===== src/rtl/uart_tx_fifo.sv =====
`default_nettype none
// ============================================================================
// Module   : uart_tx_fifo
// Brief    : 8N1 UART transmitter fed by a small byte FIFO. Frames go out
//            back-to-back while bytes are queued.
// Revision : 1.0 - initial release
// ============================================================================
module uart_tx_fifo #(
    parameter int CLKS_PER_BIT = 20,
    parameter int FIFO_DEPTH   = 4,
    parameter int CW           = $clog2(FIFO_DEPTH) + 1
) (
    input  logic          clk,
    input  logic          rst_n,
    input  logic [7:0]    din,
    input  logic          wr_en,
    output logic          full,
    output logic [CW-1:0] count,
    output logic          tx,
    output logic          busy,
    output logic          done
);

    localparam int c_aw = $clog2(FIFO_DEPTH);
    localparam int c_bw = (CLKS_PER_BIT > 1) ? $clog2(CLKS_PER_BIT) : 1;
    localparam logic [c_bw-1:0] c_baud_last = c_bw'(CLKS_PER_BIT - 1);
    localparam logic [c_bw-1:0] c_baud_pre  = (CLKS_PER_BIT > 1) ? c_bw'(CLKS_PER_BIT - 2) : '0;
    localparam logic [CW-1:0]   c_depth     = CW'(FIFO_DEPTH);
    localparam logic            c_one_clk   = (CLKS_PER_BIT == 1) ? 1'b1 : 1'b0;

    typedef enum logic [1:0] {
        S_IDLE  = 2'd0,
        S_START = 2'd1,
        S_DATA  = 2'd2,
        S_STOP  = 2'd3
    } state_t;

    logic [7:0]      r_mem [FIFO_DEPTH];
    logic [c_aw-1:0] r_wr_ptr;
    logic [c_aw-1:0] r_rd_ptr;
    logic [CW-1:0]   r_count;
    logic            r_full;
    state_t          r_state;
    logic [c_bw-1:0] r_baud;
    logic [2:0]      r_bit_idx;
    logic [7:0]      r_sh;
    logic            r_tx;
    logic            r_done;

    logic            w_push;
    logic            w_baud_wrap;
    logic            w_load;
    logic [CW-1:0]   w_count_next;

    // full is the registered flag, so a pop in the same cycle cannot open a slot
    assign w_push      = wr_en & ~r_full;
    assign w_baud_wrap = (r_baud == c_baud_last);
    assign w_load      = (r_count != '0) &&
                         ((r_state == S_IDLE) || ((r_state == S_STOP) && w_baud_wrap));

    always_comb begin
        w_count_next = r_count;
        case ({w_push, w_load})
            2'b10:   w_count_next = r_count + 1'b1;
            2'b01:   w_count_next = r_count - 1'b1;
            default: w_count_next = r_count;
        endcase
    end

    always_ff @(posedge clk) begin
        if (w_push) begin
            r_mem[r_wr_ptr] <= din;
        end
    end

    always_ff @(posedge clk or negedge rst_n) begin
        if (!rst_n) begin
            r_wr_ptr <= '0;
            r_rd_ptr <= '0;
            r_count  <= '0;
            r_full   <= 1'b0;
        end else begin
            if (w_push) begin
                r_wr_ptr <= r_wr_ptr + 1'b1;
            end
            if (w_load) begin
                r_rd_ptr <= r_rd_ptr + 1'b1;
            end
            r_count <= w_count_next;
            r_full  <= (w_count_next == c_depth);
        end
    end

    always_ff @(posedge clk or negedge rst_n) begin
        if (!rst_n) begin
            r_state   <= S_IDLE;
            r_baud    <= '0;
            r_bit_idx <= '0;
            r_sh      <= '0;
            r_tx      <= 1'b1;
            r_done    <= 1'b0;
        end else begin
            r_done <= 1'b0;
            case (r_state)
                S_IDLE: begin
                    r_tx   <= 1'b1;
                    r_baud <= '0;
                    if (w_load) begin
                        r_sh    <= r_mem[r_rd_ptr];
                        r_tx    <= 1'b0;
                        r_state <= S_START;
                    end
                end
                S_START: begin
                    if (w_baud_wrap) begin
                        r_baud    <= '0;
                        r_bit_idx <= '0;
                        r_tx      <= r_sh[0];
                        r_state   <= S_DATA;
                    end else begin
                        r_baud <= r_baud + 1'b1;
                    end
                end
                S_DATA: begin
                    if (w_baud_wrap) begin
                        r_baud <= '0;
                        if (r_bit_idx == 3'd7) begin
                            r_tx    <= 1'b1;
                            r_state <= S_STOP;
                            // a one-clock stop bit is already its own final cycle
                            r_done  <= c_one_clk;
                        end else begin
                            r_bit_idx <= r_bit_idx + 1'b1;
                            r_sh      <= {1'b0, r_sh[7:1]};
                            r_tx      <= r_sh[1];
                        end
                    end else begin
                        r_baud <= r_baud + 1'b1;
                    end
                end
                S_STOP: begin
                    if (w_baud_wrap) begin
                        r_baud <= '0;
                        if (w_load) begin
                            r_sh    <= r_mem[r_rd_ptr];
                            r_tx    <= 1'b0;
                            r_state <= S_START;
                        end else begin
                            r_tx    <= 1'b1;
                            r_state <= S_IDLE;
                        end
                    end else begin
                        r_baud <= r_baud + 1'b1;
                        r_done <= (!c_one_clk) && (r_baud == c_baud_pre);
                    end
                end
                default: begin
                    r_tx    <= 1'b1;
                    r_state <= S_IDLE;
                end
            endcase
        end
    end

    assign full  = r_full;
    assign count = r_count;
    assign tx    = r_tx;
    assign busy  = (r_state != S_IDLE);
    assign done  = r_done;

endmodule
`default_nettype wire


===== config.mk =====
export PLATFORM = sky130hd
export DESIGN_NAME = uart_tx_fifo
export DESIGN_NICKNAME = d
export VERILOG_FILES = /design/src/rtl/uart_tx_fifo.sv
export SDC_FILE = /design/constraint.sdc
export NUM_CORES = 1
export LEC_CHECK = 0
export ABC_AREA = 1
export CAP_MARGIN = 10
export CORE_MARGIN = 1
export CORE_UTILIZATION = 55
export DETAILED_ROUTE_END_ITERATION = 7
export GPL_ROUTABILITY_DRIVEN = 0
export HOLD_SLACK_MARGIN = 0.02
export PLACE_DENSITY = 0.75
export SLEW_MARGIN = 10
export SYNTH_ARGS = -nofsm -noshare
export SYNTH_HDL_FRONTEND = slang
export SYNTH_SLANG_ARGS = --single-unit

===== constraint.sdc =====
create_clock -name clk -period 3.6 [get_ports clk]
set_clock_uncertainty 0.15 [all_clocks]
set_input_delay 0.72 -clock clk [delete_from_list [all_inputs] [get_ports clk]]
set_output_delay 0.72 -clock clk [all_outputs]
set_load 0.1 [all_outputs]

==> flow_summary.yaml, run 1 <==
worst_setup_path:
  rr_worst_depth: 14
  r2r_slack_ns: 1.00
  end_kind: "output port"
  cp.arrival_ns: 1.84
  start_kind: "register"
  cp-startpoint: "full$_DFF_PN0_"
  crit_cells: 1
  cp_cell_sequence: "clkdlybuf4s50_1"
  r2r_start: "r_state[1]$_DFFE_PN0P_"
  path_delay_family: "buffers and inverters"
  cp.required_ns: 2.73
  crit_fanout: 2
  max_stage_delay_ns: 1.14
  r2r-end: "full$_DFF_PN0_"
  critical_path_class: "reg -> out"
  path_buf_inv: 1
  critPathSlowestCell: "clkdlybuf4s50_1"
  crit_path_end: "full"
synthesis:
  synth.cell_area_um2: 2840
  synth_seq_area_share: 0.586
  synthDominantCellAreaShare: 0.338
  synth_area_leaders: "edfxtp_1 34%, dfrtp_1 24%, nand2_1 11%"
  synth.avg_cell_area_um2: 10.2
  synth_warnings: 0
  synth_nets: 305
  ys_ff_latch: 60
  syn_inst: 278
  synth_top_area_cell: "edfxtp_1"
  synth_cell_types: 29
sta:
  timing.final.crit_period_ns: 2.71
  hold_viol: 0
  max_slew_margin: 0.354
  rsz0062_at_grt: "false"
  maxSlewViolCount: 0
  period_share: 0.754
  whs_ns: 0.331
  setup_viol: 0
  worstMarginPinSlew_ns: 0.967
  fmax_mhz: 368
  setup_tns_ns: 0
global_route:
  first_global_vias: 1853
  grt_max_degree: 29
  gr-total-overflow: 0
  grt_pass1_wl_mm: 8.22
  antenna_found_initial: 0
  grt_use_total: 0.212
clock_tree:
  cts_buffer_depth: 2
  cts_root_buffer: "clkbuf_8"
  clk_latency_ns: 0.34
  postCtsHoldBufs: 0
  tritoncts: "done"
  post-cts-setup-buffers: 0
  cts_buffers: 9
  clock_sinks: 60
  htree_levels: 3
  ctsResizeCount: 0
  clk_pin_slew_ns: 0.07
cells_and_area:
  n_fill_cell: 391
  register_area_um2: 1660
  final_cell_mix: "84 x nand2_1, 38 x nand3_1, 32 x edfxtp_1"
  drive_gt1_frac: 0.118
  area_growth_pct: 14.9
  multi_input_area_um2: 1050
  layout.nets: 328
  final_common_cell: "nand2_1"
  diodes: 0
floorplanning:
  dieArea_um2: 5450
  core-area_um2: 4850
  io_pins: 18
  rows: 25
  die_h_um: 73.8
  start_util: 0.586
  die_width_um: 73.8
route:
  via_count: 1894
  first_pass_iters: 4
  viasPerCell: 5.08
  final_antenna_net_count: 0
  wl_per_cell_um: 13.0
  drt-initial-drc-count: 67
  drt_wl_total_mm: 4.84
  drcViolationCount: 0
power_and_ir_drop:
  power_density_nw_per_um2: 940
  ir_drop_uv: 478
  p_seq_frac: 0.353
  clkPwrFrac: 0.210
  p_leak_nw: 1.48
  combPwrFrac: 0.437
  power.internal_w: 0.00173
  power.total_w: 0.00306
  p_sw_w: 0.00134
  switching_share: 0.436
min_path:
  holdCritPathClass: "reg -> reg"
placed_design:
  io_buffers: 17
  dp_hpwl_mm: 3.30
run_status:
  status: "finished clean"
run:
  cap_violations: 0
==> worst min-delay path by stage <==
stage,slack (ns),depth (start not counted),end,startpoint
after detailed placement,0.31,2,r_sh[1]$_DFFE_PN0P_,r_sh[1]$_DFFE_PN0P_
after global placement,0.31,2,r_sh[7]$_DFFE_PN0P_,r_sh[7]$_DFFE_PN0P_
after floorplan,0.27,0,count[0]$_DFF_PN0_,rst_n
after CTS,0.33,2,r_sh[0]$_DFFE_PN0P_,r_sh[0]$_DFFE_PN0P_
after global routing,0.34,2,r_sh[0]$_DFFE_PN0P_,r_sh[0]$_DFFE_PN0P_
final,0.33,2,r_sh[2]$_DFFE_PN0P_,r_sh[2]$_DFFE_PN0P_
==> kinds of logic (layout without fill, tap and decap cells) <==
family | Yosys count | after routing | share of synthesized area
compound gates | 13 | 13 | 0.0291
xor+xnor | 7 | 7 | 0.0216
fa+ha+maj | 16 | 16 | 0.0732
buf+inv | 30 | 58 | 0.0458
flops | 60 | 60 | 0.586
simple gates | 152 | 152 | 0.245
==> per-stage QoR <==
| stage | utilization | std cells | cell area, um2 | setup WS (ns) |
|---|---|---|---|---|
| 2_1_floorplan | - | 278 | 2840 | 0.668 |
| 3_3_place_gp | 0.629 | 357 | 3050 | 0.941 |
| 3_5_place_dp | 0.629 | 357 | 3050 | 0.843 |
| 4_1_cts | 0.673 | 373 | 3260 | 0.868 |
| 5_1_grt | 0.673 | 373 | 3260 | 0.733 |
| 6_report | 0.673 | 373 | 3260 | 0.886 |
==> registers in the layout (all words and copies together) (netlist names) <==
name and count:
full 1, r_state 2, count 3, r_wr_ptr 2, r_mem 32, done 1, r_baud 5, r_rd_ptr 2
r_bit_idx 3, tx 1, r_sh 8
==> per-layer routing <==
metal / routed length, um / track usage / vias to the layer above
met2: 2440 / 0.349 / 50
met5: 0 / 0 / -
met4: 123 / 0.103 / 0
li1: - / - / 954
met1: 2030 / 0.242 / 875
met3: 244 / 0.0837 / 15
==> Yosys cell counts <==
master,instances
dfrtp_1,27
nor2_4,3
nand3_4,1
nand2_1,84
nand2_4,4
xor2_1,4
ha_1,15
buf_4,3
inv_4,1
inv_1,20
o21a_1,1
clkinv_2,1
a21oi_1,2
buf_2,2
nand3_1,38
xnor2_1,3
nand4_1,2
or2_1,1
o21ai_0,6
edfxtp_1,32
o21ai_1,2
nor2_1,18
dfstp_2,1
inv_2,2
a21oi_4,1
a21oi_2,1
nand2_2,1
clkbuf_1,1
fa_1,1
==> final cells by class <==
type | count | share of cell area
well taps | 67 | 0.0257
repair buffers | 18 | 0.0507
inverters | 24 | 0.0288
flip-flops and latches | 60 | 0.510
multi-input cells | 188 | 0.321
clock inverters | 5 | 0.0238
clock buffers | 11 | 0.0403
==> power groups by stage <==
stage | combinational (W) | clock (W) | sequential, W
after floorplan | 0.000956 | 0 | 0.00121
after global placement | 0.00131 | 0 | 0.00109
after detailed placement | 0.00134 | 0 | 0.00109
after CTS | 0.00135 | 0.000655 | 0.00108
after global routing | 0.00152 | 0.000681 | 0.00111
final | 0.00134 | 0.000643 | 0.00108
Power figures use the tool's default switching activity.
==> run 2: changes to the inputs <==
Clock period 3.6 ns to 2.5 ns, I/O delays scaled along.
==> flow_summary.yaml, run 2 (same netlist as run 1, synthesis figures left out) <==
route:
  via_count: 1947
  wl_per_cell_um: 13.3
  viasPerCell: 5.07
  drt-initial-drc-count: 71
  first_pass_iters: 4
  drt_wl_total_mm: 5.11
  final_antenna_net_count: 0
  drcViolationCount: 0
worst_setup_path:
  cp.arrival_ns: 2.45
  rr_worst_depth: 16
  cp.required_ns: 2.62
  critical_path_class: "reg -> reg"
  crit_fanout: 5
  r2r_start: "r_baud[0]$_DFF_PN0_"
  crit_path_end: "full$_DFF_PN0_"
  start_kind: "register"
  cp-startpoint: "r_baud[0]$_DFF_PN0_"
  r2r_slack_ns: 0.17
  r2r-end: "full$_DFF_PN0_"
  end_kind: "register"
sta:
  fmax_mhz: 429
  hold_viol: 0
  timing.final.crit_period_ns: 2.33
  maxSlewViolCount: 0
  rsz0062_at_grt: "false"
  setup_viol: 0
  max_slew_margin: 0.669
  whs_ns: 0.320
  worstMarginPinSlew_ns: 0.496
  period_share: 0.932
cells_and_area:
  final_cells: 384
  final_common_cell: "nand2_1"
  layout.nets: 339
  top_register: "r_mem"
  top_regs: "r_mem: 32 flops, r_sh: 8 flops, r_baud: 5 flops"
  drive_gt1_frac: 0.192
  area_growth_pct: 19.4
  largest_reg_flops: 32
  final_cell_mix: "84 x nand2_1, 38 x nand3_1, 32 x edfxtp_1"
  diodes: 0
clock_tree:
  cts_root_buffer: "clkbuf_8"
  tritoncts: "done"
  clock_sinks: 60
  htree_levels: 3
  clk_latency_ns: 0.34
  cts_buffers: 9
  cts_buffer_depth: 2
  clk_pin_slew_ns: 0.07
placed_design:
  io_buffers: 17
  dp_hpwl_mm: 3.56
  placedCellCount: 364
floorplanning:
  die_width_um: 73.8
  rows: 25
  core-area_um2: 4850
  dieArea_um2: 5450
  start_util: 0.586
  die_h_um: 73.8
  io_pins: 18
min_path:
  holdCritPathClass: "reg -> reg"
global_route:
  gr-total-overflow: 0
  grt_max_degree: 29
  antenna_found_initial: 0
  grt_use_total: 0.220
  grt_pass1_wl_mm: 8.51
  first_global_vias: 1900
power_and_ir_drop:
  power_density_nw_per_um2: 1350
  switching_share: 0.443
  ir_drop_uv: 718
  power.internal_w: 0.00255
  clkPwrFrac: 0.183
  power.total_w: 0.00457
  combPwrFrac: 0.483
  p_leak_nw: 1.52
  p_seq_frac: 0.334
  p_sw_w: 0.00202
run_status:
  status: "finished clean"
run:
  cap_violations: 0
==> run 2: worst min-delay path by stage <==
stage	startpoint	to	depth (start not counted)
detailed placement	r_sh[6]$_DFFE_PN0P_	r_sh[6]$_DFFE_PN0P_	2
floorplan	rst_n	count[0]$_DFF_PN0_	0
CTS	r_sh[6]$_DFFE_PN0P_	r_sh[6]$_DFFE_PN0P_	2
global placement	r_sh[6]$_DFFE_PN0P_	r_sh[6]$_DFFE_PN0P_	2
finish	r_sh[6]$_DFFE_PN0P_	r_sh[6]$_DFFE_PN0P_	2
global route	tx$_DFFE_PN1P_	tx$_DFFE_PN1P_	2
==> run 2: through the flow <==
stage	setup TNS, ns	worst slack, ns	util	area [um2]
after floorplan	-0.404	-0.183	-	2870
after global placement	0	0.219	0.649	3140
after detailed placement	0	0.0720	0.649	3140
after CTS	0	0.0671	0.688	3340
after global routing	0	0.0246	0.699	3390
final	0	0.171	0.699	3390
==> run 2: power by group through the flow <==
stage | Clock, W | Sequential [W] | Combinational [W]
2_1_floorplan | 0 | 0.00174 | 0.00143
5_1_grt | 0.000898 | 0.00156 | 0.00247
4_1_cts | 0.000856 | 0.00152 | 0.00216
3_3_place_gp | 0 | 0.00152 | 0.00209
3_5_place_dp | 0 | 0.00154 | 0.00215
6_report | 0.000836 | 0.00153 | 0.00221
==> run 2: layout make-up <==
type	instances	area, um2
timing repair buffer	29	255
clock buffer	10	128
multi-input combinational	188	1090
clock inverter	6	65.1
fill	364	1460
tap	67	83.8
inverter	24	100
sequential	60	1670
==> run 2: critical path: stages (launching register included) <==
cell and delay (ns):
dfrtp_1 0.42, ha_4 0.17, nand2_1 0.09, clkinv_2 0.09, nand2_2 0.07, nand2_4 0.11, nand2_4 0.06, inv_2 0.07
ha_4 0.13, inv_2 0.04, fa_2 0.35, inv_1 0.06, nand2_1 0.04, nand3_1 0.11, xnor2_2 0.13, nand2_1 0.08
nor2_1 0.08
==> run 2: layer usage <==
layer  global-route usage  vias up  part of all wire
met1                0.267      917              0.43
met5                    0        -                 0
li1                     -      979                 -
met4               0.0769        0            0.0055
met2                0.363       44              0.51
met3               0.0809        7             0.054
==> run 2: what timing repair did <==
action | 4_1_cts | 5_1_grt
endpoints found under the setup margin | 0 | 1
resized for setup | 0 | 5
buffers inserted | 0 | 4
hold buffers | 0 | 0
==> run 3: changes to the inputs <==
Settings changed: HOLD_SLACK_MARGIN 0.02 to 0.06, PLACE_DENSITY 0.75 to 0.73, RECOVER_POWER from default to 100.
==> flow_summary.yaml, run 3 (same netlist as run 1, synthesis figures left out) <==
power_and_ir_drop:
  power.internal_w: 0.00251
  clkPwrFrac: 0.182
  switching_share: 0.452
  power_density_nw_per_um2: 1360
  ir_drop_uv: 710
  combPwrFrac: 0.479
  p_leak_nw: 1.52
  p_sw_w: 0.00207
  power.total_w: 0.00458
  p_seq_frac: 0.340
sta:
  timing.final.crit_period_ns: 2.35
  fmax_mhz: 425
  worstMarginPinSlew_ns: 0.549
  hold_viol: 0
  setup_viol: 0
  max_slew_margin: 0.634
  maxSlewViolCount: 0
  period_share: 0.942
worst_setup_path:
  cp.arrival_ns: 2.48
  end_kind: "register"
  critical_path_class: "reg -> reg"
  crit_fanout: 5
  critPathSlowestCell: "dfrtp_2"
  rr_worst_depth: 14
  crit_top_cell: "inv_2"
  cp.required_ns: 2.62
  max_stage_delay_ns: 0.43
  start_kind: "register"
  cp_cell_sequence: "inv_2 -> ha_4 -> nor2_1 -> a21oi_2 -> nand2_4 -> inv_2 -> ha_4 -> inv_2 -> fa_2 -> nand2_1 -> nand3_2 -> xnor2_2 -> nand2_1 -> nor2_1"
route:
  drcViolationCount: 0
  final_antenna_net_count: 0
  drt-initial-drc-count: 90
  drt_wl_total_mm: 5.47
  via_count: 2015
  viasPerCell: 5.22
  wl_per_cell_um: 14.2
  first_pass_iters: 4
cells_and_area:
  layout.nets: 341
  top_register: "r_mem"
  final_common_cell: "nand2_1"
  n_fill_cell: 387
  final_cells: 386
  largest_reg_flops: 32
  diodes: 0
  top_regs: "r_mem: 32 flops, r_sh: 8 flops, r_baud: 5 flops"
  drive_gt1_frac: 0.185
  final_cell_mix: "84 x nand2_1, 37 x nand3_1, 32 x edfxtp_1"
  postLayoutCoreUtil: 0.695
  area_growth_pct: 18.7
clock_tree:
  cts_root_buffer: "clkbuf_8"
  cts_buffers: 9
  postCtsHoldBufs: 0
  cts_buffer_depth: 2
  clk_latency_ns: 0.33
  clock_sinks: 60
  clk_pin_slew_ns: 0.07
  tritoncts: "done"
  htree_levels: 3
placed_design:
  placedCellCount: 365
  dp_hpwl_mm: 3.65
  io_buffers: 17
run_status:
  status: "finished clean"
floorplanning:
  start_util: 0.586
  die_h_um: 73.8
  rows: 25
  core-area_um2: 4850
  io_pins: 18
  dieArea_um2: 5450
  die_width_um: 73.8
global_route:
  first_global_vias: 1930
  gr-total-overflow: 0
  grt_max_degree: 29
  grt_use_total: 0.232
  antenna_found_initial: 0
  grt_pass1_wl_mm: 8.90
min_path:
  hold_depth: 2
  holdCritPathClass: "reg -> reg"
run:
  cap_violations: 0
## run 3: path summary, 6_finish.rpt
check                                            start                  end  slack [ns]
worst max-delay path            r_state[0]$_DFFE_PN0P_       full$_DFF_PN0_        0.15
worst min-delay path               r_sh[2]$_DFFE_PN0P_  r_sh[2]$_DFFE_PN0P_        0.32
worst max register to register  r_state[0]$_DFFE_PN0P_       full$_DFF_PN0_        0.15
worst min register to register     r_sh[2]$_DFFE_PN0P_  r_sh[2]$_DFFE_PN0P_        0.32
max in group asynchronous                        rst_n       tx$_DFFE_PN1P_        1.41
min in group asynchronous                        rst_n  r_sh[5]$_DFFE_PN0P_        0.48
## run 3: power groups by stage
stage	combinational, W	sequential [W]	clock (W)
after floorplan	0.00143	0.00174	0
after global placement	0.00208	0.00155	0
after detailed placement	0.00215	0.00156	0
after CTS	0.00217	0.00155	0.000847
after global routing	0.00244	0.00159	0.000892
final	0.00219	0.00155	0.000831
## run 3: through the flow
stage	setup TNS (ns)	hold slack [ns]	cell area (um2)	setup WS, ns
after floorplan	-0.404	0.0544	2870	-0.183
after CTS	0	0.325	3340	0.0654
after detailed placement	0	0.309	3150	0.120
after global placement	0	0.305	3150	0.219
final	0	0.325	3370	0.145
after global routing	-0.000407	0.348	3370	-0.000407
## run 3: cell type report
| cell class | instances | area, um2 | share of cell area |
|---|---|---|---|
| inverters | 24 | 97.6 | 0.0290 |
| clock buffers | 9 | 124 | 0.0368 |
| multi-input cells | 188 | 1100 | 0.326 |
| repair buffers | 31 | 233 | 0.0691 |
| well taps | 67 | 83.8 | 0.0249 |
| clock inverters | 7 | 67.6 | 0.0201 |
| flip-flops and latches | 60 | 1670 | 0.494 |
## run 3: what timing repair did
item	4_1_cts	5_1_grt
setup endpoints to repair	0	1
setup buffers	0	5
gates resized for setup	0	5
## run 3: critical path, delay by kind of cell (launching register included)
family                     cells  cell delay, ns
xor gates and xnor gates       1            0.17
adders and majority gates      3            0.65
buffers and inverters          3            0.22
and+or+nand+nor                6            0.50
DFF                            1            0.43
AOI/OAI and AO/OA              1            0.18
## run 3: metal layers
metal | wire, um | vias up | global-route usage
met5 | 0 | - | 0
met4 | 104 | 0 | 0.0919
met3 | 244 | 10 | 0.0823
met2 | 2890 | 51 | 0.393
met1 | 2230 | 966 | 0.267
li1 | - | 988 | -
